`src/rtl/mips_pkg.sv`:
```
// Shared fetch-stage types and instruction field constants.
package mips_pkg;

  localparam int INSTR_W    = 32;
  localparam int OPCODE_MSB = 31;
  localparam int OPCODE_LSB = 26;
  localparam int OPCODE_W   = OPCODE_MSB - OPCODE_LSB + 1;

  localparam logic [31:0] DEF_RESET_PC = 32'h0000_0000;

  typedef enum logic [1:0] {
    ST_START,
    ST_REQ,
    ST_WAIT,
    ST_DROP
  } fetch_state_t;

endpackage

```
`src/rtl/if_id_reg.sv`:
```
// IF/ID holding register: load a fetched word, drain on decode
// handshake, flush on redirect.
import mips_pkg::*;

module if_id_reg #(
  parameter int ADDR_W = 32
) (
  input  logic               clk,
  input  logic               rst_n,
  input  logic               i_load,
  input  logic               i_flush,
  input  logic               i_drain,
  input  logic [INSTR_W-1:0] i_inst,
  input  logic [ADDR_W-1:0]  i_pc4,
  output logic               o_valid,
  output logic [INSTR_W-1:0] o_inst,
  output logic [ADDR_W-1:0]  o_pc4
);

  logic               r_valid;
  logic [INSTR_W-1:0] r_inst;
  logic [ADDR_W-1:0]  r_pc4;

  always_ff @(posedge clk or negedge rst_n) begin
    if (!rst_n) begin
      r_valid <= 1'b0;
      r_inst  <= '0;
      r_pc4   <= '0;
    end else if (i_flush) begin
      r_valid <= 1'b0;
    end else if (i_load) begin
      r_valid <= 1'b1;
      r_inst  <= i_inst;
      r_pc4   <= i_pc4;
    end else if (i_drain) begin
      r_valid <= 1'b0;
    end
  end

  assign o_valid = r_valid;
  assign o_inst  = r_inst;
  assign o_pc4   = r_pc4;

endmodule

```
`src/rtl/instr_fetch_unit.sv`:
```
// MIPS fetch stage: PC, single-outstanding imem request FSM,
// redirect flush and IF/ID register.
import mips_pkg::*;

module instr_fetch_unit #(
  parameter int                ADDR_W   = 32,
  parameter logic [ADDR_W-1:0] RESET_PC = ADDR_W'(DEF_RESET_PC)
) (
  input  logic                clk,
  input  logic                rst_n,
  output logic                imem_req_valid,
  input  logic                imem_req_ready,
  output logic [ADDR_W-1:0]   imem_addr,
  input  logic                imem_rsp_valid,
  input  logic [INSTR_W-1:0]  imem_rsp_data,
  input  logic                redirect_valid,
  input  logic [ADDR_W-1:0]   redirect_pc,
  output logic                id_valid,
  input  logic                id_ready,
  output logic [INSTR_W-1:0]  id_inst,
  output logic [ADDR_W-1:0]   id_pc4,
  output logic [OPCODE_W-1:0] id_opcode
);

  fetch_state_t      r_state;
  fetch_state_t      w_state_nxt;
  logic [ADDR_W-1:0] r_pc;
  logic [ADDR_W-1:0] w_pc_nxt;
  logic [ADDR_W-1:0] w_pc4;
  logic              w_slot_free;
  logic              w_req;
  logic              w_load;
  logic              w_flush;

  assign w_pc4       = r_pc + ADDR_W'(4);
  assign w_slot_free = !id_valid || id_ready;

  always_ff @(posedge clk or negedge rst_n) begin
    if (!rst_n) begin
      r_state <= ST_START;
      r_pc    <= RESET_PC;
    end else begin
      r_state <= w_state_nxt;
      r_pc    <= w_pc_nxt;
    end
  end

  always_comb begin
    w_state_nxt = r_state;
    w_pc_nxt    = r_pc;
    w_req       = 1'b0;
    w_load      = 1'b0;
    w_flush     = 1'b0;
    unique case (r_state)
      ST_START: w_state_nxt = ST_REQ;
      ST_REQ: begin
        if (redirect_valid) begin
          w_pc_nxt = redirect_pc;
          w_flush  = 1'b1;
        end else begin
          w_req = w_slot_free;
          if (w_req && imem_req_ready)
            w_state_nxt = ST_WAIT;
        end
      end
      ST_WAIT: begin
        if (redirect_valid) begin
          w_pc_nxt    = redirect_pc;
          w_flush     = 1'b1;
          w_state_nxt = imem_rsp_valid ? ST_REQ : ST_DROP;
        end else if (imem_rsp_valid) begin
          w_load      = 1'b1;
          w_pc_nxt    = w_pc4;
          w_state_nxt = ST_REQ;
        end
      end
      ST_DROP: begin
        // the in-flight word is wrong-path; only its arrival matters
        if (redirect_valid) begin
          w_pc_nxt = redirect_pc;
          w_flush  = 1'b1;
        end
        if (imem_rsp_valid)
          w_state_nxt = ST_REQ;
      end
      default: w_state_nxt = ST_START;
    endcase
  end

  assign imem_req_valid = w_req;
  assign imem_addr      = r_pc;

  if_id_reg #(
    .ADDR_W (ADDR_W)
  ) u_if_id (
    .clk     (clk),
    .rst_n   (rst_n),
    .i_load  (w_load),
    .i_flush (w_flush),
    .i_drain (id_ready),
    .i_inst  (imem_rsp_data),
    .i_pc4   (w_pc4),
    .o_valid (id_valid),
    .o_inst  (id_inst),
    .o_pc4   (id_pc4)
  );

  assign id_opcode = id_inst[OPCODE_MSB:OPCODE_LSB];

  a_rsp_proto: assert property (
    @(posedge clk) disable iff (!rst_n)
    imem_rsp_valid |-> (r_state == ST_WAIT || r_state == ST_DROP)
  );

endmodule
```
`config.mk`:
```
export PLATFORM = sky130hd
export DESIGN_NAME = instr_fetch_unit
export DESIGN_NICKNAME = d
export VERILOG_FILES = /design/src/rtl/mips_pkg.sv /design/src/rtl/if_id_reg.sv /design/src/rtl/instr_fetch_unit.sv
export SDC_FILE = /design/constraint.sdc
export NUM_CORES = 1
export LEC_CHECK = 0
export BUFFER_PORTS_ARGS = -buffer_cell sky130_fd_sc_hd__buf_2
export CORE_MARGIN = 4
export CORE_UTILIZATION = 51
export CTS_CLUSTER_SIZE = 40
export DETAILED_ROUTE_END_ITERATION = 16
export PLACE_DENSITY_LB_ADDON = 0.25
export SLEW_MARGIN = 30
export SYNTH_ARGS = -nofsm -noshare
export SYNTH_HDL_FRONTEND = slang
export SYNTH_HIERARCHICAL = 1
export SYNTH_SLANG_ARGS = --single-unit
```
`constraint.sdc`:
```
create_clock -name clk -period 2.9 [get_ports clk]
set_input_delay 0.29 -clock clk [delete_from_list [all_inputs] [get_ports clk]]
set_output_delay 0.29 -clock clk [all_outputs]
set_load 0.1 [all_outputs]
```
==> reports/metrics.cfg <==
[status]
outcome=completed

[sta]
fin_ws_ns=0.507
skew_ns=0.0107
worst_pin_slew_ns=0.657
setup_tns_ns=0
max_slew_margin=0.562
timing.fmax_mhz=418
post-route-period-util=0.825
drv_slew=0
rsz0062_at_grt=false
finalHoldViolCount=0
holdWs_ns=0.147
finalCriticalPeriod_ns=2.39
setup_viol=0

[drt]
drt_wl_total_mm=13.5
drc=0
drt_first_pass_iters=4
drtAntennaViolNets=0
vias=4187
drt_iter0_markers=291
wl_per_cell_um=18.2
via_per_inst=5.64

[pwr]
clockPowerShare=0.108
p_int_mw=3.00
peakVddDrop_uv=722
power_frac_comb=0.607
p_sw_mw=4.66
powerDensity_nw_per_um2=1200
leakage_nw=3.14
switching_share=0.608
p_seq_frac=0.285

[clocking]
ctsResizeCount=0
cts_root_buf=clkbuf_8
clk_latency_ns=0.37
path_clk_slew_ns=0.10
cts_tree=done
cts_htree_levels=3
cts_buffer_depth=2
post_cts_buffers=0
numCtsBuffers=9
cts.sinks=99

[synth]
syn_nets=523
synth_cell_types=61
async_flop_share=1.00
ys_seq_area_frac=0.460
synthFlopType=dfrtp_1
syn_area_per_cell_um2=11.9
postSynthCellCount=452
synth_seq_cells=99
syn_area_um2=5390
yosysWarnings=6
synth_edf_count=0

[placement]
hpwlAfterDp_mm=9.57
portBuffers=173
post-place-ws_ns=0.538
routabilityCongestion=0.887
placed_cell_area_um2=6210

[global_routing]
grt_pass1_vias=4265
overflow=0
grt_start_max_net_pins=53
track_usage=0.220
grt_pass1_wl_mm=22.2
antenna_found_initial=0

[cells_and_area]
final_common_cell=buf_2
seq_area_um2=2480
syn2layout_area_growth_pct=18.7
n_fill_cell=847
fin_nets=673
fin_area_um2=6400
drive_gt1_frac=0.458
multiInputGateArea_um2=2590
final_cell_mix=172 x buf_2, 99 x dfrtp_1, 60 x mux2_4, 27 x nand2_1, 17 x xnor2_1
antenna_cells=0

[critical_path]
r2r_cells=6
required_ns=3.16
critPathLaunch=r_state[0]
critPathArrivalTime_ns=2.65
reg2reg_slack_ns=0.51
cp_max_fo=50
crit_path_end_kind=flop
r2r-start=r_state[0]
start_kind=flop
worstSetupPathType=reg2reg
r2r_end=u_if_id/o_inst[28]

[hold_path]
hold_class=in2reg
hold_path.startpoint=imem_req_ready
hold_end=r_state[1]
holdPathStages=3

[floorplan]
placeableCoreArea_um2=10300
start_util=0.522
die_h_um=111
rows=37
die_x_um=111
io-pin-count=174
die-area_um2=12300

[job]
cap_viol_max_count=0

-- power groups by stage --
| stage | logic, mW | registers [mW] | clock network (mW) |
|---|---|---|---|
| final | 4.65 | 2.18 | 0.825 |
| after CTS | 4.67 | 2.18 | 0.847 |
| after floorplan | 1.21 | 4.93 | 0 |
| after global routing | 4.78 | 2.26 | 0.916 |
| after global placement | 4.62 | 2.18 | 0 |
| after detailed placement | 4.66 | 2.20 | 0 |
-- per-stage QoR --
stage / std cells / power (mW) / utilization
2_1_floorplan: 452 / 6.15 / -
3_3_place_gp: 726 / 6.80 / 0.602
3_5_place_dp: 726 / 6.86 / 0.602
4_1_cts: 743 / 7.70 / 0.620
5_1_grt: 743 / 7.96 / 0.620
6_report: 743 / 7.66 / 0.620
-- routing by layer --
layer,wire length [um],vias to the layer above,track usage
met4,226,0,0.0780
met3,895,15,0.0475
li1,-,1957,-
met1,6100,2046,0.303
met5,0,-,0
met2,6320,169,0.345
-- repair_timing --
action	CTS	global route
hold buffers	1	0
setup endpoints to repair	0	0
hold endpoints to repair	47	0
-- kinds of logic after synthesis --
logic type,count (synthesis),share of synthesized area
multiplexers,71,0.189
AND/OR/NAND/NOR,121,0.129
AO/OA/AOI/OAI,83,0.112
flip-flops,99,0.460
XOR/XNOR,28,0.0455
adder cells (fa/ha/maj),1,0.00232
buffers and inverters,49,0.0627
-- synthesized netlist by cell type, types with 4 or more instances --
library cell,count,area [um2]
mux2_2,6,67.6
dfrtp_1,99,2480
nor2_1,15,56.3
nand2_1,27,101
nand3_1,11,55.1
mux2_4,60,901
or3_1,6,37.5
and2_1,5,31.3
xnor2_1,17,149
xor2_1,11,96.3
buf_4,9,67.6
clkbuf_1,22,82.6
nand4_1,11,68.8
nor3_1,7,35.0
a32oi_1,12,105
o2bb2ai_1,4,35.0
inv_1,5,18.8
o21ai_0,13,65.1
buf_2,4,20.0
and3_1,8,50.1
or2_2,5,31.3
and4_1,6,52.6
a21oi_1,11,55.1
o211ai_1,13,97.6
buf_12,7,140
mux2i_1,5,50.1
-- worst max-delay path, stage by stage, from the launching register on --
cell and delay (ns):
dfrtp_1 0.44, or2_2 0.47, nand2_1 0.16, clkinv_1 0.24
nor2b_4 0.21, buf_12 0.32, mux2_2 0.39
-- worst max path at each step --
stage / end / depth (start not counted)
2_1_floorplan: u_if_id/o_pc4[24] / 6
6_report: u_if_id/o_inst[28] / 6
5_1_grt: u_if_id/o_inst[28] / 6
3_5_place_dp: u_if_id/o_inst[28] / 6
3_3_place_gp: u_if_id/o_inst[27] / 6
4_1_cts: u_if_id/o_inst[28] / 6
-- area by class of cell --
class	count	share of cell area
Clock buffer	10	0.0215
Clock inverter	6	0.00645
Inverter	6	0.00352
Multi-Input combinational cell	304	0.404
Sequential cell	99	0.387
Tap cell	136	0.0266
Timing Repair Buffer	182	0.151
-- state kept, by name, summed over array words and instances, names as in the netlist --
signal / count
r_state: 2
imem_addr: 32
u_if_id/o_valid: 1
u_if_id/o_pc4: 32
u_if_id/o_inst: 32
Power figures use the tool's default switching activity.
